## src/rtl/alu_pkg.sv

```systemverilog
// Shared opcode, FSM-state and flag-index definitions for the sequential ALU.
package alu_pkg;

  localparam logic [3:0] OP_ADD  = 4'd0;
  localparam logic [3:0] OP_SUB  = 4'd1;
  localparam logic [3:0] OP_MUL  = 4'd2;
  localparam logic [3:0] OP_AND  = 4'd3;
  localparam logic [3:0] OP_NAND = 4'd4;
  localparam logic [3:0] OP_OR   = 4'd5;
  localparam logic [3:0] OP_NOT  = 4'd6;
  localparam logic [3:0] OP_XNOR = 4'd7;
  localparam logic [3:0] OP_SHL  = 4'd8;
  localparam logic [3:0] OP_SHR  = 4'd9;
  localparam logic [3:0] OP_SAR  = 4'd10;
  localparam logic [3:0] OP_ROL  = 4'd11;
  localparam logic [3:0] OP_DEC  = 4'd12;
  localparam logic [3:0] OP_INC  = 4'd13;
  localparam logic [3:0] OP_GT   = 4'd14;
  localparam logic [3:0] OP_EQ   = 4'd15;

  typedef enum logic {
    ST_IDLE = 1'b0,
    ST_MUL  = 1'b1
  } state_t;

  localparam int FLAG_PARITY = 0;
  localparam int FLAG_ZERO   = 1;
  localparam int FLAG_SIGN   = 2;
  localparam int FLAG_CARRY  = 3;
  localparam int FLAG_OVF    = 4;
  localparam int NUM_FLAGS   = 5;

endpackage

```

## src/rtl/alu_shift_add_mul.sv

```systemverilog
// Iterative unsigned shift-add multiplier: one partial product per clock, WIDTH iterations.
// o_product carries the finished product combinationally in the cycle o_done is high.
module alu_shift_add_mul #(
  parameter int WIDTH = 32
) (
  input  logic               clk,
  input  logic               rst,
  input  logic               i_start,
  input  logic [WIDTH-1:0]   i_mcand,
  input  logic [WIDTH-1:0]   i_mplier,
  output logic               o_busy,
  output logic               o_done,
  output logic [2*WIDTH-1:0] o_product
);

  localparam int CW = $clog2(WIDTH + 1);

  logic [WIDTH-1:0]   r_mcand;
  logic [2*WIDTH-1:0] r_acc;
  logic [CW-1:0]      r_cnt;
  logic [WIDTH:0]     w_sum;
  logic [2*WIDTH-1:0] w_acc_next;

  // Upper half accumulates; the multiplier drains out of the low half as it shifts right.
  always_comb begin
    w_sum      = {1'b0, r_acc[2*WIDTH-1:WIDTH]} + (r_acc[0] ? {1'b0, r_mcand} : '0);
    w_acc_next = {w_sum, r_acc[WIDTH-1:1]};
  end

  assign o_busy    = (r_cnt != '0);
  assign o_done    = (r_cnt == CW'(1));
  assign o_product = w_acc_next;

  always_ff @(posedge clk) begin
    if (rst) begin
      r_mcand <= '0;
      r_acc   <= '0;
      r_cnt   <= '0;
    end else if (i_start) begin
      r_mcand <= i_mcand;
      r_acc   <= {{WIDTH{1'b0}}, i_mplier};
      r_cnt   <= CW'(WIDTH);
    end else if (o_busy) begin
      r_acc   <= w_acc_next;
      r_cnt   <= r_cnt - CW'(1);
    end
  end

endmodule

```

## src/rtl/alu_seq.sv

```systemverilog
// Registered 16-opcode ALU with valid/ready handshakes and an iterative multiplier.
//   state   | meaning
//   ST_IDLE | accepting ops; single-cycle results registered on accept
//   ST_MUL  | multiplier iterating; input side stalled until the product lands
module alu_seq
  import alu_pkg::*;
#(
  parameter int WIDTH = 32
) (
  input  logic             clk,
  input  logic             rst,
  input  logic             in_valid,
  output logic             in_ready,
  input  logic [WIDTH-1:0] in1,
  input  logic [WIDTH-1:0] in2,
  input  logic [3:0]       opcode,
  output logic             out_valid,
  input  logic             out_ready,
  output logic [WIDTH-1:0] alu_out,
  output logic [WIDTH-1:0] alu_out_hi,
  output logic             parity_flag,
  output logic             zero_flag,
  output logic             sign_flag,
  output logic             carry_flag,
  output logic             overflow_flag
);

  localparam logic [WIDTH-1:0] ONE = WIDTH'(1);

  state_t                 r_state;
  logic                   r_out_valid;
  logic [WIDTH-1:0]       r_out;
  logic [WIDTH-1:0]       r_out_hi;
  logic [NUM_FLAGS-1:0]   r_flags;

  logic                   w_accept;
  logic                   w_mul_start;
  logic                   w_mul_busy;
  logic                   w_mul_done;
  logic [2*WIDTH-1:0]     w_prod;
  logic [WIDTH:0]         w_ext;
  logic [WIDTH-1:0]       w_res;
  logic                   w_carry;
  logic                   w_ovf;
  logic [NUM_FLAGS-1:0]   w_flags;
  logic [NUM_FLAGS-1:0]   w_mul_flags;

  assign in_ready    = (r_state == ST_IDLE) && !w_mul_busy && (!r_out_valid || out_ready);
  assign w_accept    = in_valid && in_ready;
  assign w_mul_start = w_accept && (opcode == OP_MUL);

  alu_shift_add_mul #(.WIDTH(WIDTH)) u_mul (
    .clk       (clk),
    .rst       (rst),
    .i_start   (w_mul_start),
    .i_mcand   (in1),
    .i_mplier  (in2),
    .o_busy    (w_mul_busy),
    .o_done    (w_mul_done),
    .o_product (w_prod)
  );

  always_comb begin
    w_ext   = '0;
    w_res   = '0;
    w_carry = 1'b0;
    w_ovf   = 1'b0;
    case (opcode)
      OP_ADD: begin
        w_ext   = {1'b0, in1} + {1'b0, in2};
        w_res   = w_ext[WIDTH-1:0];
        w_carry = w_ext[WIDTH];
        w_ovf   = (in1[WIDTH-1] == in2[WIDTH-1]) && (w_res[WIDTH-1] != in1[WIDTH-1]);
      end
      OP_SUB: begin
        w_res   = in1 - in2;
        w_carry = (in2 > in1);
        w_ovf   = (in1[WIDTH-1] != in2[WIDTH-1]) && (w_res[WIDTH-1] != in1[WIDTH-1]);
      end
      OP_AND:  w_res = in1 & in2;
      OP_NAND: w_res = ~(in1 & in2);
      OP_OR:   w_res = in1 | in2;
      OP_NOT:  w_res = ~in1;
      OP_XNOR: w_res = ~(in1 ^ in2);
      OP_SHL: begin
        w_res   = {in1[WIDTH-2:0], 1'b0};
        w_carry = in1[WIDTH-1];
      end
      OP_SHR: begin
        w_res   = {1'b0, in1[WIDTH-1:1]};
        w_carry = in1[0];
      end
      OP_SAR: begin
        w_res   = {in1[WIDTH-1], in1[WIDTH-1:1]};
        w_carry = in1[0];
      end
      OP_ROL: begin
        w_res   = {in1[WIDTH-2:0], in1[WIDTH-1]};
        w_carry = in1[WIDTH-1];
      end
      OP_DEC: begin
        w_res   = in1 - ONE;
        w_carry = (in1 == '0);
        w_ovf   = in1[WIDTH-1] && !w_res[WIDTH-1];
      end
      OP_INC: begin
        w_ext   = {1'b0, in1} + {1'b0, ONE};
        w_res   = w_ext[WIDTH-1:0];
        w_carry = w_ext[WIDTH];
        w_ovf   = !in1[WIDTH-1] && w_res[WIDTH-1];
      end
      OP_GT:   w_res = {{(WIDTH-1){1'b0}}, (in1 > in2)};
      OP_EQ:   w_res = {{(WIDTH-1){1'b0}}, (in1 == in2)};
      default: w_res = '0;
    endcase
  end

  always_comb begin
    w_flags                   = '0;
    w_flags[FLAG_PARITY]      = ~^w_res;
    w_flags[FLAG_ZERO]        = (w_res == '0);
    w_flags[FLAG_SIGN]        = w_res[WIDTH-1];
    w_flags[FLAG_CARRY]       = w_carry;
    w_flags[FLAG_OVF]         = w_ovf;
    w_mul_flags               = '0;
    w_mul_flags[FLAG_PARITY]  = ~^w_prod[WIDTH-1:0];
    w_mul_flags[FLAG_ZERO]    = (w_prod[WIDTH-1:0] == '0);
    w_mul_flags[FLAG_SIGN]    = w_prod[WIDTH-1];
    w_mul_flags[FLAG_CARRY]   = (w_prod[2*WIDTH-1:WIDTH] != '0);
  end

  always_ff @(posedge clk) begin
    if (rst) begin
      r_state     <= ST_IDLE;
      r_out_valid <= 1'b0;
      r_out       <= '0;
      r_out_hi    <= '0;
      r_flags     <= '0;
    end else begin
      case (r_state)
        ST_IDLE: begin
          if (w_accept) begin
            if (opcode == OP_MUL) begin
              // Accept implies any pending result was taken this edge.
              r_state     <= ST_MUL;
              r_out_valid <= 1'b0;
            end else begin
              r_out       <= w_res;
              r_out_hi    <= '0;
              r_flags     <= w_flags;
              r_out_valid <= 1'b1;
            end
          end else if (out_ready) begin
            r_out_valid <= 1'b0;
          end
        end
        ST_MUL: begin
          if (w_mul_done) begin
            r_out       <= w_prod[WIDTH-1:0];
            r_out_hi    <= w_prod[2*WIDTH-1:WIDTH];
            r_flags     <= w_mul_flags;
            r_out_valid <= 1'b1;
            r_state     <= ST_IDLE;
          end
        end
        default: r_state <= ST_IDLE;
      endcase
    end
  end

  assign out_valid     = r_out_valid;
  assign alu_out       = r_out;
  assign alu_out_hi    = r_out_hi;
  assign parity_flag   = r_flags[FLAG_PARITY];
  assign zero_flag     = r_flags[FLAG_ZERO];
  assign sign_flag     = r_flags[FLAG_SIGN];
  assign carry_flag    = r_flags[FLAG_CARRY];
  assign overflow_flag = r_flags[FLAG_OVF];

endmodule

```

## config.mk

```make
export PLATFORM = sky130hd
export DESIGN_NAME = alu_seq
export DESIGN_NICKNAME = d
export VERILOG_FILES = /design/src/rtl/alu_pkg.sv /design/src/rtl/alu_shift_add_mul.sv /design/src/rtl/alu_seq.sv
export SDC_FILE = /design/constraint.sdc
export NUM_CORES = 1
export LEC_CHECK = 0
export CORE_MARGIN = 2
export CORE_UTILIZATION = 45
export DETAILED_ROUTE_END_ITERATION = 10
export PLACE_DENSITY = 0.66
export SYNTH_ARGS = -nofsm -noshare
export SYNTH_HDL_FRONTEND = slang
export SYNTH_SLANG_ARGS = --single-unit
```

## constraint.sdc

```tcl
create_clock -name clk -period 11.29 [get_ports clk]
set_input_delay 2.258 -clock clk [delete_from_list [all_inputs] [get_ports clk]]
set_output_delay 2.258 -clock clk [all_outputs]
set_load 0.01 [all_outputs]
```

## Word-level counts from Yosys, hierarchy flattened

Index checks and enable logic that the tools add are counted.

- Input port bits: 72
- Word-level logic and storage cells: 106
- Output and inout port bits: 71
- Bits in registers: 173

- Add/sub/neg operators: 6
- $lt $le $gt $ge: 2
- Bitwise operators: 7
- Equal/unequal tests: 25
- Reduce and logical (&&, ||, !) cells: 27
- Muxes and demuxes: 29

Operator list:

| cell | number |
|---|---|
| 32-bit case mux with 15 select lines | 1 |
| 32-bit 2-to-1 mux | 9 |
| 32-bit case mux with 2 select lines | 2 |
| 32-bit zero test | 3 |
| 32-bit NOT | 3 |
| 32-bit by 32-bit adder with 33-bit output | 2 |
| 32-bit > comparator | 2 |
| 32-bit XNOR reduction | 2 |
| 32-bit by 1-bit adder with 33-bit output, second input constant | 1 |
| 32-bit bitwise AND | 1 |
| 32-bit == test | 1 |
| 4-bit == test, second input constant | 8 |
| 32-bit bitwise OR | 1 |
| 32-bit nonzero test | 1 |
| 32-bit by 1-bit subtractor with 32-bit output, second input constant | 1 |
| 32-bit subtractor | 1 |
| 32-bit XOR | 1 |
| 4-bit by 3-bit == test with 1-bit output, second input constant | 4 |
| 5-bit 2-to-1 mux | 3 |
| 6-bit 2-to-1 mux | 2 |
| 5-bit case mux with 2 select lines | 1 |
| 4-bit by 2-bit == test with 1-bit output, second input constant | 2 |
| 1-bit logical AND | 8 |
| 1-bit 2-to-1 mux | 7 |
| other kinds (20) | 29 |

## Depth between registers and ports, before layout

Gate-level depths: netlist of the first run.

- Depth in word-level cells: 7
- Gate-level depth with buffers: 23
- Depth with buffers taken out: 20

## Hierarchy

A second synthesis of the first run with hierarchy kept.

- Cells, all modules: 2564
- Area, all modules: 18117.4 sq um

By module, submodules not included:

| module | sequential area each (sq um) | cells an instance | times used | area each (sq um) |
|---|---|---|---|---|
| alu_seq | 1401.3 | 1751 | 1 | 11936.4 |
| alu_shift_add_mul | 2042.0 | 813 | 1 | 6180.9 |

## Worst setup path before layout of the first run

OpenSTA, ideal clock, no wires.

- Kind: input-to-reg
- Start: input port in1[9]
- End: register r_flags[0]
- Setup time: 0.137 ns
- Stages on the path: 20
- Arrival time: 6.238 ns
- Data required time: 11.153 ns
- Setup slack: 4.915 ns
- Path buffers: 2
- Cells stage by stage: clkbuf_1 inv_1 ha_1 clkbuf_1 or2_2 nor4bb_1 a211oi_1 a2111o_1 a21boi_0 nor4_1 or3b_1 a211oi_1 ha_1 xnor2_1 xnor2_1 xnor2_1 xnor2_1 nor2_1 a21oi_1 a211oi_1

- Cells in the longest elaborated chain, start to end: 7
- Elaborated cells between the ends (all ways): 17
- Classes of those cells: add/sub: 4; order compare: 1; eq/ne: 1; mux: 4; bitwise: 6; reduce/logical: 1

RTL lines:

| what | line | RTL |
|---|---|---|
| start, declared | alu_seq.sv:14 | `input logic [WIDTH-1:0] in1,` |
| parallel branches: the longest is 2 deep, another holds 32-bit by 1-bit adder with 33-bit output | n/a |  |
| 32-bit case mux with 15 select lines (*) | alu_seq.sv:68 | `case (opcode)` |
| 32-bit XNOR reduction (*) | alu_seq.sv:120 | `w_flags[FLAG_PARITY] = ~^w_res;` |
| 5-bit 2-to-1 mux (*) | alu_seq.sv:143 | `if (opcode == OP_MUL) begin` |
| 5-bit 2-to-1 mux (*) | alu_seq.sv:142 | `if (w_accept) begin` |
| 5-bit case mux with 2 select lines (*) | alu_seq.sv:140 | `case (r_state)` |
| end signal, assigned | alu_seq.sv:150 | `r_flags <= w_flags;` |
| end signal, assigned | alu_seq.sv:161 | `r_flags <= w_mul_flags;` |
| end, declared | alu_seq.sv:34 | `logic [NUM_FLAGS-1:0] r_flags;` |

Every way passes the cells marked *. The select of a mux whose other input is x is not followed.
A chain may end at the register's enable or synchronous reset.

## Worst setup path in the final report of the first run

- Start: input port in1[0]
- End: register r_flags[0]

The elaborated chain is that of the path after synthesis.

==> metrics.csv, run 1 <==
metric;value;unit
number of flops mapped to enable cells by yosys;0;
Layout Nets;2747;
Worst-Skew Late Latency;0.47;ns
Layout area overhead;13.6;%
hold crit path type;reg2reg;
Die Footprint;40400;um^2
crit end category;register;
WP data arrival;7.98;ns
Reg2Reg Setup Slack;6.73;ns
Hold Path Sink;u_mul.r_mcand[2];
post-synthesis register bit count;172;
status;finished, final reports clean;
final setup violation count;0;
CP Class;in2reg;
register area;3440;um^2
layout cells sized above 1;4.95;%
multi-input combinational cell area;12800;um^2
Data required, critical path;11.67;ns
I/O pins;143;
fin crit period;7.60;ns
grt ovf;0;
die width;201;um
Fmax;0.132;GHz
Max Cap Viol;0;
worst vdd ir;0.145;mV
initial DRC count;1940;
CTS buffer count;17;
TritonCTS clock tree;built;
worst r2r dst;r_flags[3];
sequential fraction of the synthesis area;19.7;%
DIE HEIGHT;201;um
total power;2.64;mW
CP Max Fanout;11;
final critical-path share of the clock period;67.3;%
core footprint;38500;um^2
Worst Hold Depth;2;
FP Rows;72;
met1 GRT Util;47.1;%
Top Usage Layer GRT;met2;
mapped cell area;17500;um^2
vias post-DR;19700;
drt pass-1 iters;6;
WL final;75800;um
crit start category;input port;
clk sinks;172;
crit-path cells;clkdlybuf4s50_1, inv_1, ha_1, fa_1, o21bai_1, a21oi_1, o21ai_0, a31oi_1, o21ai_1, a311oi_1, o31a_1, o21a_1, nor3_1, ha_1, xnor2_1, xnor2_1, xnor2_1, xnor2_1, nor2_1, a21oi_1, a211oi_1;
cell repeated most along the worst path;xnor2_1;
first-pass GRT wire length;115000;um
Worst Hold Launch;u_mul.r_mcand[2];
ANT nets after route;0;
max-slew violation count;0;
Starting Density;45.4;%
vias in the first global route;18800;
pwr dens;133;nW/um^2
global-route met2 utilization;57.6;%
Synthesis Warnings;0;
Placer Congestion;1.08;
wire per inst;25.1;um
Max Root-Sink Buffers;2;
most frequent cells in the layout;307 x nand2_1, 254 x a21oi_1, 206 x nor2_1, 178 x ha_1, 172 x dfxtp_1;
Clock Skews;0.0177;ns
# Post-CTS Setup Buffers;0;
Pleak;7.67;nW
FF-to-FF path depth;14;
H-tree levels;4;
GRT Total Usage;36.8;%
Worst Tran Pin Value;1.31;ns
PostCTS Resize Cnt;0;
Hold-fix buffers, CTS;0;
antenna violations before repair;0;
post-DR vias/cell;6.50;
drc violations;0;
Synth cell types;90;
register clock-pin slew on the reported worst setup and hold paths;0.07;ns
async set-reset flop share out of synthesis;0;%
Fin. Hold Viols;0;
dpl hpwl;57600;um
most common cell after layout, fill and taps aside;nand2_1;
Mapped Cells;2473;
filler cell count;3933;
clk root buf;clkbuf_16;
RSZ-0062 raised after global routing;no;
Finished Cell Area;19800;um^2
Critical Path Max Stage Delay;0.75;ns
Setup TNS;0;ns
relative slew slack;12.9;%
met3 Use GR;5.29;%
syn_nets;2726;
startpoint of the worst register-to-register path;u_mul.r_acc[0];
placed instance area;19200;um^2
syn avg cell area;7.06;um^2
port bufs;142;
largest net degree at the start of global routing;80;
Slowest-stage cell, CP;clkdlybuf4s50_1;
Post-synth top flop;dfxtp_1;
[metal layers]
metal  vias up  part of all wire, %
met1      9315                   41
met4         0                  7.5
li1       9017                    -
met5         -                    0
met2      1084                   43
met3       245                  8.0
[cell usage after synthesis, drive strengths merged (6+ instances only)]
master     n  share of area, %
nand2    308               6.6
a21oi    255               7.3
nor2     210               4.5
ha       178                13
dfxtp    172                20
clkbuf   166               3.6
inv      153               3.3
o21ai    126               3.6
xnor2     72               3.6
nand3     71               2.1
nor3      60               1.7
a22oi     52               2.2
and2      46               1.6
a221oi    43               2.2
nor4      41               1.5
a21o      36               1.5
a211oi    34               1.5
a31oi     26              0.93
nand4     26              0.93
and3      25              0.90
o22ai     23              0.82
mux2i     22               1.3
o211ai    22              0.95
o221ai    21               1.1
a221o     20               1.1
o21bai    19              0.82
buf       18              0.48
nand2b    15              0.54
nor2b     14              0.50
o31ai     13              0.56
a2111oi   11              0.66
o21a      11              0.47
or3       11              0.39
xor2      11              0.55
a311oi    10              0.54
a31o       8              0.40
and4       8              0.40
nor3b      7              0.30
or2        7              0.25
mux2       6              0.39
o221a      6              0.39
o311ai     6              0.30
o41ai      6              0.30
[metrics by stage]
step                      utilization (%)  setup WS [ns]  std cells  hold slack [ns]
after floorplan                         -           4.92       2473            0.432
after global placement               49.9           3.44       2993            0.438
after detailed placement             49.9           3.44       2993            0.443
after CTS                            51.6           3.91       3025            0.453
after global routing                 51.6           3.31       3025            0.465
final                                51.6           3.69       3026            0.452
[state kept, by name, summed over array words and instances (netlist names)]
register       count
r_state            1
u_mul.r_cnt        6
r_flags            5
alu_out           31
alu_out_hi        32
out_valid          1
u_mul.r_mcand     32
u_mul.r_acc       64
[worst max-delay path, delay by kind of cell]
kind,cells,cell delay (ns)
fa+ha+maj,3,0.99
compound gates,10,2.78
xor+xnor,4,0.57
buf+inv,2,0.93
simple gates,2,0.43
[worst max path at each step]
stage	end	cells after the start	start	slack, ns
global placement	r_flags[0]	19	in1[17]	3.44
finish	r_flags[0]	21	in1[0]	3.69
global route	r_flags[0]	21	in1[0]	3.31
floorplan	r_flags[0]	20	in1[9]	4.92
CTS	r_flags[0]	21	in1[0]	3.91
detailed placement	r_flags[0]	21	in1[0]	3.44
[power by group]
part           internal [mW]  switching (mW)  total (mW)  leakage (nW)
Combinational          0.444           0.829        1.27          5.98
Clock                  0.339           0.291       0.629         0.302
Sequential             0.678          0.0553       0.733          1.39
[cell type report]
class	instances	share of cell area, %
tap	518	3.27
timing repair buffer	186	8.79
inverter	155	2.93
clock buffer	17	2.14
clock inverter	15	0.997
antenna	1	0.0126
multi-input combinational	1962	64.5
sequential	172	17.4
[cells by family after synthesis]
logic type | Yosys count | share of synthesized area, %
AO/OA/AOI/OAI | 797 | 30.3
XOR/XNOR | 83 | 4.16
adder cells (fa/ha/maj) | 181 | 13.1
buffers and inverters | 339 | 7.38
flip-flops | 172 | 19.7
multiplexers | 29 | 1.78
AND/OR/NAND/NOR | 872 | 23.5
Power figures use the tool's default switching activity.
==> inputs of run 2 (changes only) <==
--- a/config.mk
+++ b/config.mk
@@ -8,7 +8,7 @@
 export CORE_MARGIN = 2
 export CORE_UTILIZATION = 45
 export DETAILED_ROUTE_END_ITERATION = 10
-export PLACE_DENSITY = 0.66
+export PLACE_DENSITY = 0.69
 export SYNTH_ARGS = -nofsm -noshare
 export SYNTH_HDL_FRONTEND = slang
 export SYNTH_SLANG_ARGS = --single-unit
==> constraint.sdc (replaced) <==
create_clock -name clk -period 6.1 [get_ports clk]
set_input_delay 1.22 -clock clk [delete_from_list [all_inputs] [get_ports clk]]
set_output_delay 1.22 -clock clk [all_outputs]
set_load 0.01 [all_outputs]
==> run 2 against run 1 <==
- via count increased by 6.0%
- global-route usage rose by 4.0 points
- sequential power increased by 84%
- die area is the same
- flip-flop and latch count unchanged
- critical endpoint unchanged
- final area up 11%
- sequential share of layout area down 1.7 points
- count of clock-buffer cells in the layout rose by 1
==> metrics.csv, run 2 (synthesized netlist as in run 1, its figures left out) <==
metric;value;unit;change
vias post-DR;20800;;+6.0%
Final WS setup;0.197;ns;-3.49 ns
RSZ-0062 raised after global routing;no;;
GRT Total Usage;40.7;%;+4.0 points
WP data arrival;6.23;ns;-1.75 ns
CTS buffer count;17;;unchanged
fin crit period;5.90;ns;
Sw Ratio;43.8;%;-0.79 points
Pleak;9.03;nW;+18%
Layout Nets;3025;;+10%
status;finished, final reports clean;;
crit end category;register;;
drt pass-1 iters;8;;+2
Reg2Reg Setup Slack;1.17;ns;-5.56 ns
Placer Congestion;1.04;;-3.9%
max-slew violation count;0;;unchanged
combinational share of power;51.8;%;+3.5 points
Hold Slack;0.450;ns;-0.00198 ns
TritonCTS clock tree;built;;
register clock-pin slew on the reported worst setup and hold paths;0.07;ns;about the same
largest register by flop count;u_mul.r_acc;;
Die Footprint;40400;um^2;unchanged
max reg flops;64;;unchanged
total power;5.11;mW;+94%
Hold-fix buffers, CTS;0;;unchanged
relative slew slack;14.3;%;+1.5 points
CP startpoint;in2[11];;
cell repeated most along the worst path;xnor2_1;;
vias in the first global route;19800;;+5.4%
most frequent cells in the layout;318 x buf_4, 308 x nand2_1, 254 x a21oi_1, 206 x nor2_1, 178 x ha_1;;
Fin. Hold Viols;0;;unchanged
switching power;2.24;mW;+90%
Max Root-Sink Buffers;2;;unchanged
Layout area overhead;25.8;%;
final setup violation count;0;;unchanged
startpoint of the worst register-to-register path;u_mul.r_acc[0];;
clock network fraction of total power;21.7;%;-2.2 points
die width;201;um;unchanged
FF-to-FF path depth;13;;-1
CP Max Fanout;4;;-7
Critical Path Max Stage Delay;0.72;ns;-0.03 ns
first-pass GRT wire length;124000;um;+8.6%
Sequential Power Share;26.5;%;-1.3 points
final critical-path share of the clock period;96.8;%;
cell internal pwr;2.87;mW;+97%
Slowest-stage cell, CP;clkdlybuf4s50_1;;
Data required, critical path;6.43;ns;-5.24 ns
Fmax;0.169;GHz;
worst r2r dst;r_flags[3];;
Placement Setup Slack;-0.171;ns;-3.61 ns
wire per inst;25.4;um;+1.2%
WL final;83800;um;+11%
I/O pins;143;;unchanged
ANT nets after route;0;;unchanged
Worst Tran Pin Value;1.28;ns;-0.0219 ns
port bufs;142;;unchanged
Starting Density;45.4;%;unchanged
pwr dens;233;nW/um^2;+75%
initial DRC count;2180;;+12%
antenna violations before repair;1;;+1
# Post-CTS Setup Buffers;0;;unchanged
Max Cap Viol;0;;unchanged
post-DR vias/cell;6.31;;-2.9%
worst vdd ir;0.292;mV;+100%
crit-path cells;clkdlybuf4s50_1, inv_1, ha_1, nor4_1, buf_4, nor4bb_1, a211oi_2, a2111o_1, a21boi_0, nor4_1, or3b_1, a211oi_1, ha_1, xnor2_1, xnor2_1, xnor2_1, xnor2_1, nor2_1, a21oi_1, a211oi_1;;
PostCTS Resize Cnt;0;;unchanged
most common cell after layout, fill and taps aside;buf_4;;
Worst-Skew Late Latency;0.48;ns;about the same
FP Rows;72;;unchanged
Worst Hold Depth;2;;unchanged
grt ovf;0;;unchanged
DIE HEIGHT;201;um;unchanged
clk sinks;172;;unchanged
layout cells sized above 1;14.4;%;+9.5 points
hold crit path type;reg2reg;;
drc violations;0;;unchanged
crit start category;input port;;
dpl hpwl;67200;um;+17%
largest net degree at the start of global routing;76;;-5.0%
H-tree levels;4;;unchanged
Clock Skews;0.0158;ns;-0.00192 ns
CP Class;in2reg;;
clk root buf;clkbuf_16;;
critical path endpoint;r_flags[0];;
core footprint;38500;um^2;unchanged
## run 2: cell types whose count changed in the layout (fill, tap and decap cells not counted), moves of 2 or more
cell	previous run	this run
clkinv_2	0	4
a2111oi_1	2	0
buf_12	0	5
buf_4	45	318
a2111oi_0	8	10
inv_8	4	1
## run 2: power groups by stage
| stage | clock network (mW) | logic, mW | registers (mW) |
|---|---|---|---|
| floorplan | 0 | 1.48 | 1.37 |
| global placement | 0 | 2.55 | 1.37 |
| detailed placement | 0 | 2.57 | 1.37 |
| CTS | 1.12 | 2.58 | 1.35 |
| global route | 1.17 | 2.81 | 1.37 |
| finish | 1.11 | 2.65 | 1.35 |
## run 2: worst min-delay path by stage
stage / end / from
floorplan: u_mul.r_mcand[0] / u_mul.r_mcand[0]
global placement: u_mul.r_mcand[4] / u_mul.r_mcand[4]
detailed placement: u_mul.r_mcand[23] / u_mul.r_mcand[23]
CTS: u_mul.r_mcand[23] / u_mul.r_mcand[23]
global route: u_mul.r_mcand[31] / u_mul.r_mcand[31]
finish: u_mul.r_mcand[4] / u_mul.r_mcand[4]
## run 2: per-stage QoR
step | std cells | instance area [um^2] | utilization, % | TNS, ns
floorplan | 2473 | 17500 | - | 0
detailed placement | 3271 | 21400 | 55.5 | -0.171
global placement | 3271 | 21400 | 55.5 | -0.142
finish | 3304 | 22000 | 57.1 | 0
CTS | 3303 | 21900 | 57.0 | 0
global route | 3303 | 22000 | 57.1 | 0
## run 2: cell type report
cell class              instances  area, um^2
clock buffers                  18         429
multi-input cells            1962       12800
well taps                     518         648
inverters                     155         582
fillers                      3707       16500
diodes                          1        2.50
clock inverters                14         159
flip-flops and latches        172        3440
repair buffers                464        3900
## run 2: layer usage
layer	global-route usage [%]	part of all wire, %	vias up
met5	0	0	-
met4	29.8	8.3	0
met3	6.72	9.0	242
met2	62.7	43	1225
met1	51.5	39	9820
li1	-	-	9558
## run 2: critical path: cells and delay by family
family	cells	cell delay, ns
compound gates	6	1.48
simple gates	5	1.05
buf+inv	3	1.03
xor+xnor	4	0.73
fa+ha+maj	2	0.71
==> inputs of run 3 (changes only) <==
--- a/config.mk
+++ b/config.mk
@@ -9,6 +9,7 @@
 export CORE_UTILIZATION = 45
 export DETAILED_ROUTE_END_ITERATION = 10
 export PLACE_DENSITY = 0.69
+export RECOVER_POWER = 25
 export SYNTH_ARGS = -nofsm -noshare
 export SYNTH_HDL_FRONTEND = slang
 export SYNTH_SLANG_ARGS = --single-unit
==> run 3 against run 2 <==
- the flow now finishes with violations (capacitance limit, slew limit)
- clock power is essentially flat
- critical path depth is the same
- register-to-register slack gained 0.03 ns
- first-iteration DRC count shrank 4.1%
- utilization is essentially flat
- sequential share of layout area is essentially flat
- worst hold slack is essentially flat
- flip-flop and latch count is the same
- routed wire length is essentially flat
- via count grew 0.61%
- combinational power is essentially flat
- power shrank 0.58%
- critical endpoint unchanged
- largest power group unchanged
- highest routed layer unchanged
==> metrics.csv, run 3 (synthesized netlist as in run 1, its figures left out) <==
metric;value;unit;change
Buf/Inv on CP;3;;unchanged
Data required, critical path;6.49;ns;+0.06 ns
Critical Path Max Stage Delay;0.72;ns;about the same
FF-to-FF path depth;13;;unchanged
TritonCTS clock tree;built;;
Sw Ratio;43.9;%;+0.098 points
hold crit path type;reg2reg;;
CTS buffer count;17;;unchanged
cell internal pwr;2.85;mW;-0.75%
crit-path cells;clkdlybuf4s50_1, inv_1, ha_1, nor4_1, buf_4, nor4bb_1, a211oi_2, a2111o_1, a21boi_0, nor4_1, or3b_1, a211oi_1, ha_1, xnor2_1, xnor2_1, xnor2_1, xnor2_1, nor2_1, a21oi_1, a211oi_1;;
WP data arrival;6.32;ns;+0.09 ns
fin util;57.1;%;about the same
Layout Cells excl Fill;3303;;-0.030%
vias in the first global route;19800;;unchanged
Max Cap Viol;1;;+1
relative slew slack;-28.4;%;-43 points
clk sinks;172;;unchanged
grt ovf;0;;unchanged
Worst Tran Pin Value;1.93;ns;+0.642 ns
Die Footprint;40400;um^2;unchanged
Pleak;9.22;nW;+2.1%
Worst-Skew Late Latency;0.47;ns;about the same
worst vdd ir;0.291;mV;-0.47%
antenna violations before repair;1;;unchanged
total power;5.08;mW;-0.58%
layout cells sized above 1;14.4;%;-0.036 points
final setup violation count;0;;unchanged
H-tree levels;4;;unchanged
Layout area overhead;25.7;%;about the same
drc violations;0;;unchanged
initial DRC count;2091;;-4.1%
DIE HEIGHT;201;um;unchanged
Clock Skews;0.0158;ns;+0.0000598 ns
most common cell after layout, fill and taps aside;buf_4;;
port bufs;142;;unchanged
combinational share of power;51.6;%;-0.2 points
final critical-path share of the clock period;97.3;%;+0.57 points
status;finished, violations left;;
GRT Total Usage;40.7;%;unchanged
CP Max Fanout;4;;unchanged
filler cell count;3708;;+0.027%
cell repeated most along the worst path;xnor2_1;;
fin crit period;5.94;ns;+0.0347 ns
largest register by flop count;u_mul.r_acc;;
wire per inst;25.4;um;about the same
first-pass GRT wire length;124000;um;unchanged
failing checks;capacitance limit, slew limit;;
Worst Hold Depth;2;;unchanged
most frequent cells in the layout;317 x buf_4, 308 x nand2_1, 254 x a21oi_1, 206 x nor2_1, 178 x ha_1;;
die width;201;um;unchanged
WL final;83800;um;about the same
clk root buf;clkbuf_16;;
Starting Density;45.4;%;unchanged
crit start category;input port;;
# Post-CTS Setup Buffers;0;;unchanged
Stages on worst setup path;20;;unchanged
Sequential Power Share;26.6;%;about the same
ANT nets after route;0;;unchanged
Final WS setup;0.163;ns;-0.0347 ns
CP Class;in2reg;;
Fmax;0.168;GHz;-0.58%
Slowest-stage cell, CP;clkdlybuf4s50_1;;
core footprint;38500;um^2;unchanged
FP Rows;72;;unchanged
RSZ-0062 raised after global routing;no;;
post-DR vias/cell;6.35;;+0.64%
Inst Count DP;3271;;unchanged
max reg flops;64;;unchanged
pwr dens;231;nW/um^2;-0.55%
Placer Congestion;1.04;;unchanged
largest net degree at the start of global routing;76;;unchanged
Diodes inserted;0;;-1
I/O pins;143;;unchanged
crit end category;register;;
Fin. Hold Viols;0;;unchanged
drt pass-1 iters;6;;-2
max-slew violation count;38;;+38
Crit path max-delay family;compound AO/OA/AOI/OAI gates;;
Max Root-Sink Buffers;2;;unchanged
Layout Nets;3025;;unchanged
Placement Setup Slack;-0.171;ns;unchanged
dpl hpwl;67200;um;unchanged
vias post-DR;21000;;+0.61%
register clock-pin slew on the reported worst setup and hold paths;0.07;ns;about the same
clock network fraction of total power;21.8;%;about the same
switching power;2.23;mW;-0.36%
-- run 3: cell types whose count changed in the layout (fill, tap and decap cells not counted) --
cell,previous run,this run
diode_2,1,0
clkdlybuf4s50_1,139,82
buf_4,318,317
clkbuf_1,1,2
dlygate4sd3_1,0,57
-- run 3: power groups by stage --
stage	registers, mW	logic [mW]	clock network (mW)
after floorplan	1.37	1.48	0
after global placement	1.37	2.55	0
after detailed placement	1.37	2.57	0
after CTS	1.35	2.58	1.12
after global routing	1.37	2.79	1.17
final	1.35	2.62	1.11
-- run 3: worst paths after layout --
| path | from | to | slack (ns) |
|---|---|---|---|
| setup / recovery | in2[11] | r_flags[0] | 0.16 |
| hold / removal | u_mul.r_mcand[4] | u_mul.r_mcand[4] | 0.45 |
| setup reg to reg | u_mul.r_acc[0] | r_flags[3] | 1.20 |
| hold reg to reg | u_mul.r_mcand[4] | u_mul.r_mcand[4] | 0.45 |
-- run 3: worst min-delay path, cell delays in order (launching register included) --
cell     delay [ns]
dfxtp_1        0.31
nand2_1        0.05
a21oi_1        0.05
-- run 3: metal layers --
layer	part of all wire [%]	track usage [%]	vias to the layer above	wire length [um]
li1	-	-	9567	-
met1	39	51.5	9829	32800
met2	43	62.7	1295	35900
met3	9.3	6.72	282	7840
met4	8.6	29.8	0	7220
met5	0	0	-	0
-- run 3: repair_timing --
action / 4_1_cts / 5_1_grt
gates resized for setup: 0 / 3
setup endpoints to repair: 0 / 1
hold buffers: 0 / 0
-- run 3: layout make-up --
type                       count  area, um^2  share of cell area (%)
multi-input combinational   1962       12800                    58.3
timing repair buffer         464        3890                    17.7
sequential                   172        3440                    15.7
tap                          518         648                    2.95
inverter                     155         582                    2.65
clock buffer                  18         429                    1.96
clock inverter                14         159                   0.724
-- run 3: metrics by stage --
stage / hold slack, ns / setup TNS (ns) / cell area [um^2]
after floorplan: 0.432 / 0 / 17500
final: 0.450 / 0 / 21900
after CTS: 0.453 / 0 / 21900
after global placement: 0.441 / -0.142 / 21400
after global routing: 0.466 / 0 / 21900
after detailed placement: 0.444 / -0.171 / 21400
